[src/rtl/cbfp1_denorm_pkg.sv]
// Shared widths, types and saturation helper for the stage-1 CBFP denormaliser.
// Pure definitions: no latency and no flow control.
package cbfp_pkg;
    localparam int IN_W        = 25;
    localparam int OUT_W       = 12;
    localparam int NCHAN       = 16;
    localparam int BLOCK_SIZE  = 8;
    localparam int NBLOCKS     = NCHAN / BLOCK_SIZE;
    localparam int TRUNC_VALUE = 13;
    localparam int FRAME_BEATS = 32;
    localparam int IDX_W       = $clog2(IN_W);
    localparam int SH_W        = 7;
    localparam int WIDE_W      = OUT_W + TRUNC_VALUE + 16;
    localparam int CNT_W       = $clog2(FRAME_BEATS);

    typedef logic signed [OUT_W-1:0] mant_t;
    typedef logic signed [IN_W-1:0]  full_t;
    typedef logic signed [IDX_W-1:0] idx_t;
    typedef logic signed [SH_W-1:0]  shift_t;

    localparam full_t FULL_MAX = {1'b0, {(IN_W-1){1'b1}}};
    localparam full_t FULL_MIN = {1'b1, {(IN_W-1){1'b0}}};

    localparam logic signed [WIDE_W-1:0] WIDE_MAX = {{(WIDE_W-IN_W+1){1'b0}}, {(IN_W-1){1'b1}}};
    localparam logic signed [WIDE_W-1:0] WIDE_MIN = {{(WIDE_W-IN_W+1){1'b1}}, {(IN_W-1){1'b0}}};

    function automatic full_t sat_full(input logic signed [WIDE_W-1:0] v);
        if (v > WIDE_MAX)
            return FULL_MAX;
        else if (v < WIDE_MIN)
            return FULL_MIN;
        else
            return v[IN_W-1:0];
    endfunction
endpackage

[src/rtl/cbfp1_denorm_lane.sv]
// One lane: shift a <6.6> mantissa back to <12.13> with saturation (combinational, no backpressure).
// CBFP1_DENORM_ROUND_EN selects round-half-up on right shifts; default truncates toward -inf.
module cbfp1_denorm_lane
    import cbfp_pkg::*;
(
    input  mant_t  mant,
    input  shift_t sh,
    output full_t  res
);
    logic signed [WIDE_W-1:0] ext;
    logic signed [WIDE_W-1:0] shl;
    logic signed [WIDE_W-1:0] shr;
    logic        [SH_W-1:0]   ramt;
`ifdef CBFP1_DENORM_ROUND_EN
    logic signed [WIDE_W-1:0] half;
`endif

    always_comb begin
        ext  = {{(WIDE_W-OUT_W){mant[OUT_W-1]}}, mant};
        ramt = SH_W'(-sh);
        shl  = ext <<< $unsigned(sh);
`ifdef CBFP1_DENORM_ROUND_EN
        half = WIDE_W'(1) << (ramt - 7'd1);
        shr  = (ext + half) >>> ramt;
`else
        shr  = ext >>> ramt;
`endif
        // The wide intermediate never wraps, so sat_full sees the true value.
        if (!sh[SH_W-1])
            res = sat_full(shl);
        else if (ramt >= 7'd24)
            res = {IN_W{mant[OUT_W-1]}};
        else
            res = sat_full(shr);
    end
endmodule

[src/rtl/cbfp1_denorm.sv]
// Stage-1 CBFP denormaliser: 16 lanes/clock, 2-cycle latency, streaming with no backpressure.
// Adds sof/eof framing and a sticky index-mismatch flag; rounding via CBFP1_DENORM_ROUND_EN.
module cbfp1_denorm
    import cbfp_pkg::*;
(
    input  logic                               clk,
    input  logic                               rstn,
    input  logic                               valid_in,
    input  logic signed [NCHAN-1:0][OUT_W-1:0] data_re_in,
    input  logic signed [NCHAN-1:0][OUT_W-1:0] data_im_in,
    input  logic signed [NCHAN-1:0][IDX_W-1:0] idx1_in,
    input  logic                               err_clr,
    output logic signed [NCHAN-1:0][IN_W-1:0]  data_re_out,
    output logic signed [NCHAN-1:0][IN_W-1:0]  data_im_out,
    output logic                               valid_out,
    output logic                               sof_out,
    output logic                               eof_out,
    output logic                               idx_err
);
    mant_t  [NCHAN-1:0]   re_q, im_q;
    shift_t [NBLOCKS-1:0] sh_q, sh_d;
    full_t  [NCHAN-1:0]   re_s, im_s;
    logic                 vld_q, sof_q, eof_q;
    logic   [CNT_W-1:0]   cnt;
    logic                 mism;
    idx_t                 blk;

    always_comb begin
        mism = 1'b0;
        sh_d = '0;
        blk  = '0;
        for (int b = 0; b < NBLOCKS; b++) begin
            blk     = idx1_in[b*BLOCK_SIZE];
            sh_d[b] = shift_t'(TRUNC_VALUE) - {{(SH_W-IDX_W){blk[IDX_W-1]}}, blk};
            for (int l = 1; l < BLOCK_SIZE; l++)
                if (idx1_in[b*BLOCK_SIZE+l] != idx1_in[b*BLOCK_SIZE])
                    mism = 1'b1;
        end
    end

    always_ff @(posedge clk or negedge rstn) begin
        if (!rstn) begin
            vld_q   <= 1'b0;
            sof_q   <= 1'b0;
            eof_q   <= 1'b0;
            cnt     <= '0;
            idx_err <= 1'b0;
            re_q    <= '0;
            im_q    <= '0;
            sh_q    <= '0;
        end else begin
            vld_q   <= valid_in;
            // Set has priority over clear.
            idx_err <= (valid_in & mism) | (idx_err & ~err_clr);
            if (valid_in) begin
                re_q  <= data_re_in;
                im_q  <= data_im_in;
                sh_q  <= sh_d;
                sof_q <= (cnt == '0);
                eof_q <= (cnt == CNT_W'(FRAME_BEATS-1));
                cnt   <= (cnt == CNT_W'(FRAME_BEATS-1)) ? '0 : CNT_W'(cnt + 1'b1);
            end
        end
    end

    for (genvar i = 0; i < NCHAN; i++) begin : g_lane
        cbfp1_denorm_lane u_re (.mant(re_q[i]), .sh(sh_q[i/BLOCK_SIZE]), .res(re_s[i]));
        cbfp1_denorm_lane u_im (.mant(im_q[i]), .sh(sh_q[i/BLOCK_SIZE]), .res(im_s[i]));
    end

    always_ff @(posedge clk or negedge rstn) begin
        if (!rstn) begin
            valid_out   <= 1'b0;
            sof_out     <= 1'b0;
            eof_out     <= 1'b0;
            data_re_out <= '0;
            data_im_out <= '0;
        end else begin
            valid_out <= vld_q;
            sof_out   <= vld_q & sof_q;
            eof_out   <= vld_q & eof_q;
            if (vld_q) begin
                data_re_out <= re_s;
                data_im_out <= im_s;
            end
        end
    end
endmodule

[config.mk]
export PLATFORM = sky130hd
export DESIGN_NAME = cbfp1_denorm
export DESIGN_NICKNAME = d
export VERILOG_FILES = /design/src/rtl/cbfp1_denorm_pkg.sv /design/src/rtl/cbfp1_denorm_lane.sv /design/src/rtl/cbfp1_denorm.sv
export SDC_FILE = /design/constraint.sdc
export NUM_CORES = 2
export LEC_CHECK = 0
export BUFFER_PORTS_ARGS = -buffer_cell sky130_fd_sc_hd__buf_4
export CORE_MARGIN = 2
export CORE_UTILIZATION = 30
export DETAILED_ROUTE_END_ITERATION = 10
export GPL_TIMING_DRIVEN = 1
export PLACE_DENSITY = 0.49
export SKIP_CTS_REPAIR_TIMING = 1
export SLEW_MARGIN = 20
export SYNTH_ARGS = -nofsm -noshare
export SYNTH_HDL_FRONTEND = slang
export SYNTH_SLANG_ARGS = --single-unit
[constraint.sdc]
create_clock -name clk -period 6.95 [get_ports clk]
set_input_delay 1.39 -clock clk [delete_from_list [all_inputs] [get_ports clk]]
set_output_delay 1.39 -clock clk [all_outputs]
set_load 0.05 [all_outputs]
# Yosys cells after proc, flatten, opt, wreduce, memory -nomap -nowiden
# Index checks and enable logic that the tools add are counted.
# op_classes
n_addsub	5
mul	0
n_div	0
magnitude_cmp	130
n_eq_ne	15
shifts	64
muxes	207
bitwise_logic	6
n_reduce_logical	1
# ops
op	count
$mux W25	192
$gt A41 B25 Y1 const B	64
$lt A41 B25 Y1 const B	64
$sshl A12 B7 Y41	32
$sshr A12 B7 Y41	32
$ne A5 B5 Y1	14
$ge A7 B5 Y1 const B	2
$mux W1	14
$neg A7 Y7	2
$sub A5 B5 Y6 const A	2
$add A5 B1 Y5 const B	1
$eq A5 B5 Y1 const B	1
$logic_not A5 Y1	1
$mux W5	1
$and A1 B1 Y1	4
$not A1 Y1	1
$or A1 B1 Y1	1
# word_totals
reg_bits	1210
latch_bits	0
ram_bits	0
romBits	0
inputBits	468
output_inout_bits	804
wordCells	502
memories	0

# Logic depth before layout (Yosys ltp)
# logic_depth
word_depth	17
mapped_depth	21

# Modules after synthesis
# From an unflattened synthesis, not the netlist that was laid out.
# unflattened
hier_cells	14766
hier_area_um2	134111.1
# modules_own_cells
module	instances	cells_each	area_per_inst_um2	seq_area_each_um2
cbfp1_denorm_lane at g_lane[0].u_im ...	31	378	2780.2	0.0
cbfp1_denorm	1	2661	45185.8	30229.0
cbfp1_denorm_lane at g_lane[9].u_re	1	387	2740.1	0.0

# Worst setup path after synthesis
# Ideal clock, no wire load.
# synth_path
path_type	register to register
from	reg sh_q[0] in the netlist's numbering
to	reg data_re_out[76] in the netlist's numbering
setup_ns	0.132
arrival_time_ns	4.876
slack_ns	1.942
stages_incl_launch_ff	20
n_path_buf	11
path_cell_list	dfrtp_1 > buf_4 > buf_4 > inv_1 > buf_2 > buf_2 > buf_1 > clkbuf_1 > buf_1 > ha_1 > clkbuf_1 > buf_1 > clkbuf_1 > buf_1 > mux2i_1 > nand2_1 > a31oi_1 > o221ai_1 > a2111oi_0 > nor2_1
# synth_between
elab_chain_cells	7
word_cells_on_any_way	14
cone_classes	1 x add/sub; 5 x order compare; 2 x shift; 6 x mux
# synth_lines
element	line	source
start: declaration	cbfp1_denorm.sv:21	shift_t [NBLOCKS-1:0] sh_q, sh_d;
start signal: assignment	cbfp1_denorm.sv:50	sh_q <= '0;
start signal: assignment	cbfp1_denorm.sv:58	sh_q <= sh_d;
$neg A7 Y7	cbfp1_denorm_lane.sv:20	ramt = SH_W'(-sh);
$sshr A12 B7 Y41	cbfp1_denorm_lane.sv:26	shr = ext >>> ramt;
$lt A41 B25 Y1	cbfp1_denorm_pkg.sv:30	else if (v < WIDE_MIN)
$mux W25	cbfp1_denorm_pkg.sv:30	
$mux W25	cbfp1_denorm_pkg.sv:28	if (v > WIDE_MAX)
$mux W25	cbfp1_denorm_lane.sv:31	else if (ramt >= 7'd24)
$mux W25 (*)	cbfp1_denorm_lane.sv:29	if (!sh[SH_W-1])
end signal: assignment	cbfp1_denorm.sv:83	data_re_out <= re_s;
end: declaration	cbfp1_denorm.sv:13	output logic signed [NCHAN-1:0][IN_W-1:0] data_re_out,
# Every way passes the cells marked *; elsewhere a longest branch is shown, timed or not.
# A chain may end at the register's enable or synchronous reset.

# Worst setup path after layout
# layout_path
from	reg sh_q[7] in the netlist's numbering
to	reg data_re_out[261] in the netlist's numbering
# The elaborated chain is that of the path after synthesis.

==> results.txt <==
- Clock-pin slew was measured on the worst setup and hold paths at 0.06 ns.
- Vias after detailed routing: 121000
- For this run, the leading register cell type out of synthesis is dfrtp_1.
- Cell family contributing the most delay on the critical path: simple AND/OR/NAND/NOR gates
* R2R Setup Slk: around 1.1 ns
- At the end of routability-driven placement, the weighted congestion stood at 1.15.
* Synthesized netlist net count: 12000
- Violated checks: DRC
* Fin crit period: 5.89 ns
- Counting along the longest clock path gives a buffer depth of 4.
* Placeable Area: 331000 um^2
- First-pass iteration count of the detailed router: 11
- Clock tree sinks: ~1200
- After global routing the overflow that remains totals 0.
- The Yosys step of the flow raised 0 warnings.
* DP Cell Count: 16600
- Clock H-tree levels: 4
* Instance area after placement: 116000 um^2
- Number of nets in the final layout: 12900
- Worst flop-to-flop path endpoint: data_re_out[261]
- Number of failing hold endpoints at the final stage: 0
* Drt wl/cell: 52.0 um
- Max-cap violations in this run came to 0.
* Initial antenna violation count: 215
- The worst hold path belongs to the class input port to asynchronous set/reset pin.
- Largest net degree at the start of global routing: 161
- Insertion delay to the later sink of the worst-skew pair: 0.98 ns
- Height of the die: between 500 and 600 um
* Lkg Pwr: 0.0485 uW
* Non-Filler Instances: ~17000
- Vias in the first global route: 110000
- Clock tree synthesis selected as its root buffer the cell clkbuf_16.
- From synthesis to final layout, the design area changed by 21.9%.
* Detailed placement HPWL: between 600000 and 700000 um
- Synthesis handed over a netlist of 11500 instances.
- Setup_tns: 0 ns
- Summing all flip-flop and latch instances after layout gives about 30000 um^2.
* Critical path launch point type: flip-flop
- The first routing iteration left 20200 violations.
* Overall die width: roughly 580 um
- In this run the critical register-to-register path is launched from sh_q[7].
* Total die area: 338000 um^2
* Register-to-Register Path Depth: 11
- Post-synthesis average cell area: about 8.7 um^2
- The first global-routing pass estimated 1140000 um of wire.
- Number of flip-flops and latches in the synthesized netlist: between 1000 and 1500
- Summed instance area of the synthesized netlist: 100000 um^2
- Final Max Slew Viols: 0
- Initial cell density of the core: 0.302
- Post-route fraction of the period consumed by the critical path: 0.847
- Outcome: complete, but fails checks
- For the worst setup path, the data required time is 7.72 ns.
- In this run the tightest slew margin relative to its limit is 0.0874.
- For this run, the register share of the synthesized area comes to 0.302.
* Total global routing track utilization: 0.506
* Antenna-violating nets left: 0
* Combined area of the multi-input logic cells: 64600 um^2
- Unrepaired setup endpoints after global routing: no
- On the worst path, the slowest cell contributes a delay of 0.97 ns.
- Counting distinct cell types in the post-synthesis netlist gives 110.
* # fillers: 34100
- Synth async-reset ratio: 1.00
* Number of vias per cell after detailed routing: ~7.1
- I/O Buffers: 1271
- Buffering stage count on the worst path with inverters included: 3
* CP arrival: 6.66 ns
- The number of clock buffers added by TritonCTS is 162.
- Ports: 1272
* Top cell by count, worst path: nor2_1
* Sequence of cells on the critical path: buf_12 -> buf_4 -> mux4_2 -> o21ai_0 -> nor2_1 -> nor2_1 -> and4_1 -> a21oi_1 -> buf_4 -> a21oi_1 -> nor2_1
* Peak supply drop: slightly above 200 uV
* Cell with the largest stage delay on the worst path: a21oi_1
* Cell area power density: between 300 and 400 nW/um^2
- For the pin with the worst max-slew slack, the measured transition is between 1 and 1.5 ns.
- Setup violations remaining at the end of the flow were counted as 0.
- The worst setup path is captured at a flip-flop.
* TritonCTS clock tree: done
- Number of synthesized flops with an enable pin: 0
- Wire length after detailed routing: ~900000 um
- Derived from the worst setup path, the maximum achievable clock frequency is 170 MHz.
- Along the worst path, the maximum fanout reaches 51.
- Final design instance area without fill: between 100000 and 150000 um^2
- The floorplan has ~210 rows.
- The worst setup path is of the flip-flop to flip-flop kind.
- Between clock sinks in the finished design, the worst skew comes to 0.0917 ns.
- Drt drc: 4
- Fraction of layout cells with a size suffix above 1: 0.284
metrics by stage:
stage               hold slack (ns)  power, uW  worst slack [ns]   util
floorplan                     0.372      21500              1.94      -
global placement              0.478      32500              1.43  0.350
detailed placement            0.481      32500              1.50  0.350
CTS                           0.474      41600              1.45  0.366
global route                  0.495      43100              1.16  0.367
finish                        0.449      42800              1.06  0.368
worst max-delay path by stage:
stage,start,to,cells past startpoint
6_report,sh_q[7],data_re_out[261],11
5_1_grt,sh_q[7],data_re_out[261],11
4_1_cts,sh_q[9],data_im_out[355],10
3_5_place_dp,sh_q[7],data_re_out[261],11
3_3_place_gp,sh_q[7],data_re_out[261],11
2_1_floorplan,sh_q[0],data_re_out[76],19
cell usage after synthesis (all sizes together), types with 45 or more instances:
library cell / count / area share
or2: 47 / 0.0029
a21o: 57 / 0.0043
a22oi: 125 / 0.0094
a21oi: 1014 / 0.051
nor3: 153 / 0.0077
o2bb2ai: 55 / 0.0048
mux2: 662 / 0.075
nor4: 54 / 0.0034
o31ai: 45 / 0.0036
mux2i: 687 / 0.069
mux4: 405 / 0.091
a211oi: 213 / 0.016
a22o: 66 / 0.0058
nand2b: 83 / 0.0052
dfrtp: 1208 / 0.30
a31oi: 204 / 0.013
o22a: 202 / 0.018
nand2: 1308 / 0.049
buf: 492 / 0.026
a221oi: 146 / 0.013
nand3: 169 / 0.0085
nor2: 1205 / 0.045
o22ai: 272 / 0.017
nand4: 78 / 0.0049
o221ai: 50 / 0.0044
o21ai: 626 / 0.031
o21a: 50 / 0.0038
and2: 85 / 0.0053
clkbuf: 758 / 0.028
inv: 75 / 0.0028
o211ai: 100 / 0.0075
nor2b: 98 / 0.0061
worst reg2reg max path, delay by kind of cell, from the launching register on:
| family | cells | cell delay, ns |
|---|---|---|
| AOI/OAI and AO/OA | 3 | 1.32 |
| buffers and inverters | 3 | 1.45 |
| DFF | 1 | 0.89 |
| muxes | 1 | 0.69 |
| and+or+nand+nor | 4 | 1.36 |
report_power, final:
group	internal (uW)	leakage [uW]	switching [uW]
sequential	8340	0.0136	3250
combinational	6260	0.0323	15800
clock	5230	0.00265	3920
flip-flops by register name, summed over array words and instances (netlist names):
signal	cells
im_q	192
idx_err	1
eof_out	1
valid_out	1
sof_q	1
re_q	192
data_re_out	400
sh_q	12
data_im_out	400
eof_q	1
vld_q	1
sof_out	1
cnt	5
cell type report:
cell class / count / share of cell area
Timing Repair Buffer: 1937 / 0.125
Clock buffer: 214 / 0.0374
Sequential cell: 1208 / 0.248
Antenna cell: 199 / 0.00409
Tap cell: 4366 / 0.0448
Inverter: 78 / 0.00259
Multi-Input combinational cell: 8996 / 0.530
Clock inverter: 69 / 0.00741
cells by family (layout without fill, tap and decap cells):
logic type                 count (synthesis)  after routing  synth area share
DFF                                     1208           1208             0.302
buffers and inverters                   1328           2298            0.0579
AOI/OAI and AO/OA                       3693           3693             0.245
muxes                                   1754           1754             0.235
and+or+nand+nor                         3522           3522             0.157
other                                      0            199                 0
adders and majority gates                  8              8          0.000976
xor gates and xnor gates                  19             19           0.00166
layout by cell type (no fill, tap or decap), types with 199 or more instances in the layout:
cell and count:
a31oi_1 202, a211oi_1 206, o21ai_0 600, o22a_1 202, diode_2 199, o22ai_1 272, nor2_1 1178, buf_4 1880
mux2i_1 684, dfrtp_1 1190, mux4_2 405, a21oi_1 999, mux2_2 661, nand2_1 1297
layer usage:
| layer | track usage | share of wire |
|---|---|---|
| met1 | 0.582 | 0.36 |
| met2 | 0.692 | 0.39 |
| met3 | 0.250 | 0.15 |
| met4 | 0.430 | 0.10 |
| met5 | 0.0201 | 0.0019 |
(Power assumes the default switching activity.)
